--- config.mk ---
export PLATFORM = sky130hd
export DESIGN_NAME = m_multicycle_controller
export DESIGN_NICKNAME = d
export VERILOG_FILES = /design/src/rtl/m_multicycle_controller.sv
export SDC_FILE = /design/constraint.sdc
export NUM_CORES = 1
export LEC_CHECK = 0
export ABC_AREA = 1
export CAP_MARGIN = 5
export CORE_UTILIZATION = 24
export CTS_CLUSTER_SIZE = 24
export DETAILED_ROUTE_END_ITERATION = 10
export SETUP_SLACK_MARGIN = 0.15
export SLEW_MARGIN = 15
export SYNTH_ARGS = -nofsm -noshare
export SYNTH_HDL_FRONTEND = slang
export SYNTH_SLANG_ARGS = --single-unit
--- constraint.sdc ---
create_clock -name i_clk -period 1.3 [get_ports i_clk]
set_clock_uncertainty 0.1 [all_clocks]
set_input_delay 0.13 -clock i_clk [delete_from_list [all_inputs] [get_ports i_clk]]
set_output_delay 0.13 -clock i_clk [all_outputs]
set_load 0.01 [all_outputs]
--- src/rtl/m_multicycle_controller.sv ---
// m_multicycle_controller: FETCH/DECODE/EXEC/MEM/WB sequencer with memory-ready handshake, illegal-opcode trap and retire counter
module m_multicycle_controller #(
    parameter int OPT_W = 3,
    parameter int ALU_W = 2,
    parameter int CNT_W = 16
) (
    input  logic             i_clk,
    input  logic             i_rst,
    input  logic [OPT_W-1:0] i_opt,
    input  logic             i_zero,
    input  logic             i_memRdy,
    output logic             o_pcWr,
    output logic             o_irWr,
    output logic [ALU_W-1:0] o_aluCtl,
    output logic             o_aluSrc,
    output logic             o_memRd,
    output logic             o_memWr,
    output logic             o_memToReg,
    output logic             o_regWr,
    output logic             o_br,
    output logic             o_done,
    output logic             o_illegal,
    output logic [2:0]       o_state,
    output logic [CNT_W-1:0] o_retired
);
    typedef enum logic [2:0] {
        IDLE   = 3'd0,
        FETCH  = 3'd1,
        DECODE = 3'd2,
        EXEC   = 3'd3,
        MEM    = 3'd4,
        WB     = 3'd5,
        TRAP   = 3'd6
    } state_t;
    state_t state, nxt;
    logic [OPT_W-1:0] op;
    logic is_ld, is_st, is_beq, alu_sub, alu_imm;
    assign is_ld   = op == OPT_W'(3);
    assign is_st   = op == OPT_W'(4);
    assign is_beq  = op == OPT_W'(5);
    assign alu_sub = op == OPT_W'(2) || is_beq;
    assign alu_imm = op == OPT_W'(1) || is_ld || is_st;
    assign o_state = state;
    always_ff @(posedge i_clk or posedge i_rst) begin
        if (i_rst) begin
            state     <= IDLE;
            op        <= '0;
            o_retired <= '0;
        end else begin
            state <= nxt;
            if (state == DECODE) op <= i_opt;
            if (o_done) o_retired <= o_retired + 1'b1;
        end
    end
    always_comb begin
        nxt        = state;
        o_pcWr     = 1'b0;
        o_irWr     = 1'b0;
        o_aluCtl   = '0;
        o_aluSrc   = 1'b0;
        o_memRd    = 1'b0;
        o_memWr    = 1'b0;
        o_memToReg = 1'b0;
        o_regWr    = 1'b0;
        o_br       = 1'b0;
        o_done     = 1'b0;
        o_illegal  = 1'b0;
        case (state)
            IDLE: nxt = FETCH;
            FETCH: begin
                o_memRd = 1'b1;
                o_irWr  = i_memRdy;
                o_pcWr  = i_memRdy;
                nxt     = i_memRdy ? DECODE : FETCH;
            end
            // legality is judged on the live opcode; the latch only becomes visible in EXEC
            DECODE: nxt = i_opt < OPT_W'(6) ? EXEC : TRAP;
            EXEC: begin
                o_aluCtl = ALU_W'(alu_sub);
                o_aluSrc = alu_imm;
                o_pcWr   = is_beq && i_zero;
                o_br     = is_beq && i_zero;
                o_done   = is_beq;
                nxt      = is_beq ? FETCH : (is_ld || is_st) ? MEM : WB;
            end
            MEM: begin
                o_aluCtl = ALU_W'(alu_sub);
                o_aluSrc = alu_imm;
                o_memRd  = is_ld;
                o_memWr  = is_st;
                o_done   = is_st && i_memRdy;
                nxt      = !i_memRdy ? MEM : is_ld ? WB : FETCH;
            end
            WB: begin
                o_regWr    = 1'b1;
                o_memToReg = is_ld;
                o_done     = 1'b1;
                nxt        = FETCH;
            end
            TRAP: o_illegal = 1'b1;
            default: nxt = IDLE;
        endcase
    end
endmodule
==> Yosys cells after proc, flatten, opt, wreduce, memory -nomap -nowiden <==
Index checks and enable logic that the tools add are counted.
{ "word_totals": {"reg_bits": 22, "inputBits": 7, "out_inout_bits": 31, "wordCells": 43} }
{ "op_classes": {"addsub": 1, "magnitude_cmp": 1, "n_eq_ne": 11, "muxes": 18, "reduce_logical": 9} }
{ "op_table": {"columns": ["cell", "count"], "rows": [
  ["$pmux W3 S6", 1],
  ["$add A16 B1 Y16 const B", 1],
  ["$eq A3 B3 Y1 const B", 5],
  ["$eq A3 B2 Y1 const B", 4],
  ["$mux W3", 4],
  ["$mux W1", 9],
  ["$eq A3 B1 Y1 const B", 2],
  ["$logic_or A1 B1 Y1", 4],
  ["$pmux W1 S2", 2],
  ["$reduce_or A2 Y1", 2],
  ["$logic_not A3 Y1", 1],
  ["$lt A3 B3 Y1 const B", 1],
  ["$pmux W1 S3", 1],
  ["$logic_and A1 B1 Y1", 2],
  ["$mux W2", 1]
]} }

==> Depth between registers and ports, before layout <==
Gate-level depths: netlist (run 1).
{ "logic_depth": {"word_depth": 5, "ltp_mapped": 9, "depth_no_buf": 8} }

==> Worst setup path after synthesis (run 1) <==
No wires, ideal clock.
{ "synth_path": {"path_kind": "reg-to-reg", "startpoint": "register o_retired[1]", "endpoint": "register o_retired[8]", "setup_time_ps": 117, "arrival_time_ps": 1269, "required_ps": 1083, "slack_ps": -186, "path_stages_with_launch": 8, "n_path_buf": 0, "period_less_slack_ps": 1486, "path_cell_list": "dfrtp_1 > ha_1 > nand2_1 > nor2_1 > nand2_1 > xnor2_1 > nand2_1 > nand2_1"} }
{ "synth_between": {"elab_chain_len": 1} }
{ "synth_rtl": {"columns": ["item", "line", "source"], "rows": [
  ["start, declared", "24", "output logic [CNT_W-1:0] o_retired"],
  ["start signal, assigned", "52", "if (o_done) o_retired <= o_retired + 1'b1;"],
  ["$add A16 B1 Y16", "52", null]
]} }
No other way between the ends.
A chain may end at the register's enable or synchronous reset.

==> Worst setup path after layout (run 1) <==
{ "layout_path": {"startpoint": "register state[0] (netlist: o_state[0])", "endpoint": "register o_retired[8]"} }
{ "layout_between": {"elab_chain_len": 2, "word_cells_on_any_way": 4, "classes_between": "eq/ne: 3; mux: 1"} }
{ "layout_rtl": {"columns": ["item", "line", "source"], "rows": [
  ["start, declared", "35", "state_t state, nxt;"],
  ["start signal, assigned", "50", "state <= nxt;"],
  ["$eq A3 B3 Y1 or $eq A3 B2 Y1 (tied branches)", "68", "case (state)"],
  ["$pmux W1 S3 (*)", "68", null]
]} }
Every way passes the cells marked *; elsewhere a longest branch is shown, timed or not.

==> run summary, run 1 <==
The total vias in the final route is 1800. Of the cells placed in the final design, the portion with a size suffix greater than 1 is 0.5354. The power dissipated by switching net loads came out at 1.722 mW. The floorplan step set the die height to 78.99 um. The post-route fraction of the period consumed by the critical path came out at 1.237. The critical path is of the reg -> reg type. The total nets after synthesis is 225. For this design the ratio of total power to cell area is 1596 mW/mm2. The cts-stage hold buffer count came out at 0.

The worst slack on hold paths came out at 0.09424 ns. STA classifies the critical path endpoint as a register. Compared with the post-synthesis result, the final layout area differs by 91.56%. The total number of clock tree sinks came out at 22. The clock-pin slew on the worst setup and hold paths is 0.08 ns. The top-level I/O count came out at 38. The internal cell power is 2.627 mW. The flip-flop cell with the highest count after synthesis is dfrtp_1. The peak fanout along the critical path came out at 7. The required time reported for the critical path endpoint came out at 1.37 ns. In this run the tool buffered the top-level ports with 36 buffer cells.

The repair_antennas step left the layout with diodes totalling 0. The signal on the critical path passes through buf_6 -> nand2_4 -> nor2_4 -> nor2_4 -> nand2_4 -> buf_8 -> buf_12 -> buf_16 -> nand2_1 -> nand2_1. The critical path contains buffers and inverters numbering 4 combined. The net count of the finished layout came out at 334. The detailed router finished its first iteration with 77 violations. In the routed design, unresolved DRC markers number 0. For the worst-skew pair, the clock arrives at the later sink with an insertion delay of 0.27 ns. The fraction of power consumed by sequential logic came out at 0.234. The final instance count without filler cells is 397.

The number of warnings issued by yosys is 0. The remaining global-route overflow came out at 0. For the worst setup path, the data arrival time is 1.67 ns. The pin count of the biggest net entering global routing is 23. TritonCTS built the clock tree. The cell sitting at the root of the clock tree is a clkbuf_8. The count of final setup violators is 36. The gate count after technology mapping is 217.

The floorplan step defined a die boundary enclosing 0.006239 mm2. The hold violation total from the final report came out at 0. The checks that failed: setup timing.

Of the total power, combinational logic draws 0.651. Static timing analysis puts the maximum clock frequency at 621.9 MHz. The synthesized netlist contains 22 unique library cells.

The clock period minus final worst setup slack came out at 1.608 ns. For this configuration, the core starts out at a cell density of 0.2537. The flow ran to the end, but the final reports show violations. The number of enable flip-flop cells after synthesis came out at 0. The maximum cell stage delay along the critical path came out at 0.46 ns. The worst-case IR drop observed on VDD is 0.0008192 V. After detailed routing, the number of vias per cell comes to 4.534. The proportion of register bits with asynchronous set or reset after synthesis came out at 1.000. The leakage power total is 1.360 nW. The synthesis-stage register bit count is 22. The total number of placement rows came out at 27. The post-synthesis average cell area came out at 6.556 um2. The post-synthesis sequential area ratio is 0.3870. The maximum clock insertion buffer count came out at 2. The number of placed instances with taps included is 359. CTS built an H-tree with a depth of 1. The first-pass GRT wire length is 8293 um.

The post-detailed-route count of antenna-violating nets came out at 0. The area of the placeable core is 0.005608 mm2. The sequential cells in the finished layout cover a total of 560.5 um2. The clock share of power is 0.115. The number of global-route vias before repair came out at 1832. The weighted congestion at the end of routability-driven global placement came out at 0.8409. The final-report max-slew violation count came out at 0. The worst setup path is launched from a register. Summed over all layers, the routed wires come to 4868 um. Setup slack on the critical path of the routed design comes to -0.3080 ns. The detailed-route wire length per cell came out at 12.26 um. The worst hold path belongs to the class in -> async. The worst-path cell with the longest stage delay is dfrtp_2. Setup repair after global routing could not meet its margin everywhere. The TritonCTS buffer count is 3.

The fraction of power spent switching nets is 0.3959. The HPWL after detailed placement came out at 3117 um. The iteration count of the initial detailed-routing pass came out at 5. The combined area of all synthesized cells came out at 0.001423 mm2. On the critical path the largest part of the delay comes from buffers and inverters.

Max-cap violations in this run came to 0. The number of fillers in the final layout is 552. The combined global-route utilization of all metal layers is 0.1694.

The x dimension of the die is 78.99 um. The multi-input gate area in the final layout is 942.2 um2. The initial antenna violation count is 0.
state kept, by name, summed over array words and instances (netlist names):
register and count:
o_state 3, op 3, o_retired 16
path summary, 6_finish.rpt:
| path | from | to | slack (ns) | cells past startpoint |
|---|---|---|---|---|
| worst max register to register | o_state[0]$_DFFE_PP0N_ | o_retired[8]$_DFFE_PP0P_ | -0.31 | 10 |
| worst min register to register | o_retired[15]$_DFFE_PP0P_ | o_retired[15]$_DFFE_PP0P_ | 0.44 | 2 |
| min in group i_clk | i_opt[0] | op[0]$_DFFE_PP0P_ | 0.34 | 3 |
| worst max-delay path | o_state[0]$_DFFE_PP0N_ | o_retired[8]$_DFFE_PP0P_ | -0.31 | 10 |
| worst min-delay path | i_rst | op[1]$_DFFE_PP0P_ | 0.09 | 3 |
| max in group asynchronous | i_rst | o_state[2]$_DFFE_PP0N_ | 0.75 | 3 |
layout make-up:
| cell class | instances | share of cell area |
|---|---|---|
| Timing Repair Buffer | 106 | 0.3434 |
| Tap cell | 72 | 0.03306 |
| Sequential cell | 22 | 0.2057 |
| Multi-Input combinational cell | 160 | 0.3457 |
| Inverter | 32 | 0.04867 |
| Timing Repair inverter | 1 | 0.003214 |
| Clock buffer | 4 | 0.02020 |
power by group through the flow:
stage	clock network, mW	registers, mW	logic, mW
after CTS	0.513	1.00	2.49
after floorplan	0	1.05	0.742
after detailed placement	0	1.01	1.68
final	0.502	1.02	2.83
after global routing	0.549	1.03	3.04
after global placement	0	1.01	1.67
kinds of logic (layout without fill, tap and decap cells):
family          Yosys count  count (layout)  share of synthesized area
compound gates            9               9                    0.03342
xor+xnor                  3               3                    0.01847
fa+ha+maj                 1               1                   0.008794
buf+inv                  35             143                     0.1055
flops                    22              22                     0.3870
other cells               1               1                   0.002636
simple gates            146             146                     0.4442
synth_stat cells (2+ instances only):
cell type	number	area, um2
buf_6	2	22.52
dfrtp_1	22	550.5
inv_1	29	108.9
inv_2	3	11.26
nand2_1	85	319.1
nand3_1	20	100.1
nand3_2	2	20.02
nand4_1	9	56.30
nor2_1	23	86.33
nor2_2	2	12.51
nor3_1	2	10.01
o21ai_0	6	30.03
o21ai_1	2	10.01
xor2_1	2	17.52
stage by stage:
step | util | setup WS, ns | TNS [ns] | area [um2] | power, mW
floorplan | - | -0.05740 | -0.1046 | 1474 | 1.792
global route | 0.4859 | -0.3637 | -10.59 | 2725 | 4.626
CTS | 0.4618 | -0.3044 | -7.502 | 2590 | 4.006
detailed placement | 0.3896 | -0.4273 | -8.724 | 2185 | 2.693
global placement | 0.3896 | -0.4350 | -8.558 | 2185 | 2.674
finish | 0.4859 | -0.3080 | -8.202 | 2725 | 4.349
worst reg2reg max path, stage by stage (launching register included):
cell and delay [ns]:
dfrtp_2 0.46, buf_6 0.14, nand2_4 0.06, nor2_4 0.05, nor2_4 0.12, nand2_4 0.08, buf_8 0.15, buf_12 0.13
buf_16 0.12, nand2_1 0.06, nand2_1 0.04
what timing repair did:
item                       in CTS  in global routing
pin swaps                      14                  9
setup endpoints to repair      52                 45
gates cloned                    2                  0
resized for setup             165                 44
setup buffers                  27                  5
metal layers:
| layer | track usage | wire [um] | vias to the layer above |
|---|---|---|---|
| met2 | 0.2940 | 2497 | 32 |
| met1 | 0.2105 | 2124 | 859 |
| met5 | 0 | 0 | - |
| li1 | - | - | 898 |
| met3 | 0.01954 | 123 | 11 |
| met4 | 0.07273 | 123 | 0 |
layout by cell type, fill, tap and decap left out, types with 6 or more instances in the layout:
master            n
nor2_4            7
dfrtp_2           8
clkdlybuf4s50_1   6
dfrtp_1          14
inv_2             7
nand3_1          18
buf_2            14
inv_1            22
buf_4            46
nor2_2            8
nand4_1           9
buf_6            26
nand2_2          21
o21ai_2           6
nand2_1          61
nor2_1           10
No activity file was read; power rests on OpenSTA's default activity.
==> run 2: changes to the inputs <==
PLACE_DENSITY_LB_ADDON = 0.3   (was not set)
==> run summary, run 2 (same netlist as run 1, synthesis figures left out) <==
The run finished, with violations left. The checks that failed: setup timing. The clock period minus final worst setup slack came out at 1.564 ns (-0.04419 ns). The total vias in the final route came out at 1680 (-6.7%). The arrival time of data at the critical path endpoint came out at 1.33 ns (-0.34 ns). The count of maximum capacitance violations is 0 (unchanged). The register-to-register path setup slack was -0.19 ns (+0.12 ns). The peak fanout along the critical path is 4 (-3). The minimum setup slack after placement was -0.4449 ns (-0.01755 ns).

The total number of placement rows is 27 (unchanged). The detailed-route wire length per cell came to 10.87 um (-11%). The initial DRC count is 35 (-55%).

The hold violation total from the final report is 0 (unchanged). The number of global-route vias before repair is 1569 (-14%). The path category of the worst min-delay check is in -> async.

More flip-flops sit in one register than any other, and that register is o_retired. The maximum clock insertion buffer count is 2 (unchanged). The remaining global-route overflow is 0 (unchanged). The worst register-to-register path begins at op[1]$_DFFE_PP0P_. The power per standard cell area was 1453 mW/mm2 (-9.0%).

The post-route fraction of the period consumed by the critical path is 1.203 (-0.03400). CTS placed an instance of clkbuf_8 at the clock tree root. The leakage power total was 1.216 nW (-11%).

The combined global-route utilization of all metal layers is 0.1436 (-0.02584). The total wire length is 4195 um (-14%). The first-pass GRT wire length is 7086 um (-15%). The number of flip-flops in the largest register came to 16 (unchanged). The critical path is of the reg -> out type.

In this run the critical register-to-register path is captured at o_retired[15]$_DFFE_PP0P_. The count of final setup violators came out at 32 (-11%). The cts-stage hold buffer count is 0 (unchanged).

The final-report max-slew violation count was 0 (unchanged). The area of the placeable core came out at 0.005608 mm2 (unchanged). The x dimension of the die was 78.99 um (unchanged). The TritonCTS buffer count is 3 (unchanged). The clock-pin slew on the worst setup and hold paths is 0.08 ns (about the same). The count of H-tree levels built during CTS came out at 1 (unchanged). The number of fillers in the final layout came out at 602 (+9.1%). The count of antenna diodes in the layout is 0 (unchanged). The weighted congestion at the end of routability-driven global placement is 0.8260 (-1.8%). The fmax was 639.5 MHz (+2.8%). The die extent in y came to 78.99 um (unchanged). The ratio of routed vias to standard cells came out at 4.352 (-4.0%). The post-detailed-route count of antenna-violating nets came out at 0 (unchanged). The top-level I/O count came out at 38 (unchanged). The die footprint came to 0.006239 mm2 (unchanged). The number of buffers added on ports is 36 (unchanged). Leaving out fill and tap cells, the most frequent cells in the layout are nand2_1 (78), buf_4 (42), buf_6 (29). The HPWL after detailed placement is 3169 um (+1.7%).

The latest clock arrival within the worst-skew pair came to 0.26 ns (about the same). The required time reported for the critical path endpoint is 1.07 ns (-0.30 ns). Setup repair after global routing could not meet its margin everywhere. TritonCTS built the clock tree.

The number of remaining DRC errors is 0 (unchanged). The library cell used most frequently in the layout, excluding fill and tap cells, is nand2_1. STA classifies the critical path endpoint as an output pin.

The worst setup margin came to -0.2638 ns (+0.04419 ns). The initial core utilization was 0.2537 (unchanged). The initial antenna violation count is 0 (unchanged).

The layout cell share with drive strength beyond 1 came out at 0.4459 (-0.08952). The post-route setup TNS came out at -4.872 ns (+3.331 ns). The net count of the finished layout came out at 323 (-3.3%). The iteration count of the initial detailed-routing pass was 4 (-1). The total number of clock tree sinks is 22 (unchanged). The peak supply drop came to 0.0006004 V (-27%). The worst setup path is launched from a register. Compared with the post-synthesis result, the final layout area differs by 79.42%. The depth of the worst register-to-register path is 8 (-2).

The pin count of the biggest net entering global routing came to 23 (unchanged).
[run 2: cell types whose count changed in the layout (fill, tap and decap cells not counted), sizes merged]
cell,before,now
inv,33,32
clkbuf,9,5
clkdlybuf4s15,3,8
buf,92,81
[run 2: worst max-delay path by stage]
| stage | startpoint | endpoint | slack, ns | cells after the start |
|---|---|---|---|---|
| after global routing | o_state[2]$_DFFE_PP0N_ | o_pcWr | -0.32 | 6 |
| after global placement | i_memRdy | o_done | -0.45 | 6 |
| final | o_state[1]$_DFFE_PP0N_ | o_pcWr | -0.26 | 7 |
| after detailed placement | i_memRdy | o_done | -0.44 | 6 |
| after CTS | o_state[2]$_DFFE_PP0N_ | o_pcWr | -0.28 | 6 |
| after floorplan | o_state[0]$_DFFE_PP0N_ | o_retired[2]$_DFFE_PP0P_ | -0.06 | 9 |
[run 2: stage by stage]
stage	hold WS (ns)	std cells	cell area, um2	utilization	power (mW)
after floorplan	0.01881	217	1474	-	1.792
after global placement	0.3864	358	2165	0.3860	2.616
after detailed placement	0.3972	358	2165	0.3860	2.657
after CTS	0.09787	382	2467	0.4400	3.596
after global routing	0.1432	386	2552	0.4552	3.975
final	0.09287	386	2552	0.4552	3.708
[run 2: repair_timing]
action / CTS / global route
setup buffers: 20 / 4
resized for setup: 160 / 20
pin swaps: 11 / 10
endpoints found under the setup margin: 52 / 43
[run 2: critical path: stages, from the launching register on]
cell,delay [ns]
dfrtp_2,0.44
buf_6,0.14
nor2_4,0.11
inv_2,0.06
nor2_4,0.09
inv_2,0.05
o21ai_2,0.04
buf_2,0.14
[run 2: area by class of cell]
cell class	instances	area, um2	share of cell area
clock buffers	4	45.04	0.01765
flip-flops and latches	22	564.3	0.2211
well taps	72	90.09	0.03529
multi-input cells	160	874.6	0.3426
repair buffers	96	848.3	0.3324
inverters	32	130.1	0.05098
[run 2: power breakdown]
part	total, mW	switching (mW)	internal [mW]
registers	1.02	0.184	0.841
logic	2.23	1.10	1.13
clock network	0.452	0.233	0.219
total	3.71	1.52	2.19
[run 2: layer usage]
metal,track usage,vias to the layer above,part of all wire,wire (um)
li1,-,877,-,-
met1,0.1900,774,0.46,1945
met2,0.2457,24,0.50,2089
met3,0.02414,5,0.031,130
met4,0.02727,0,0.0069,29
met5,0,-,0,0
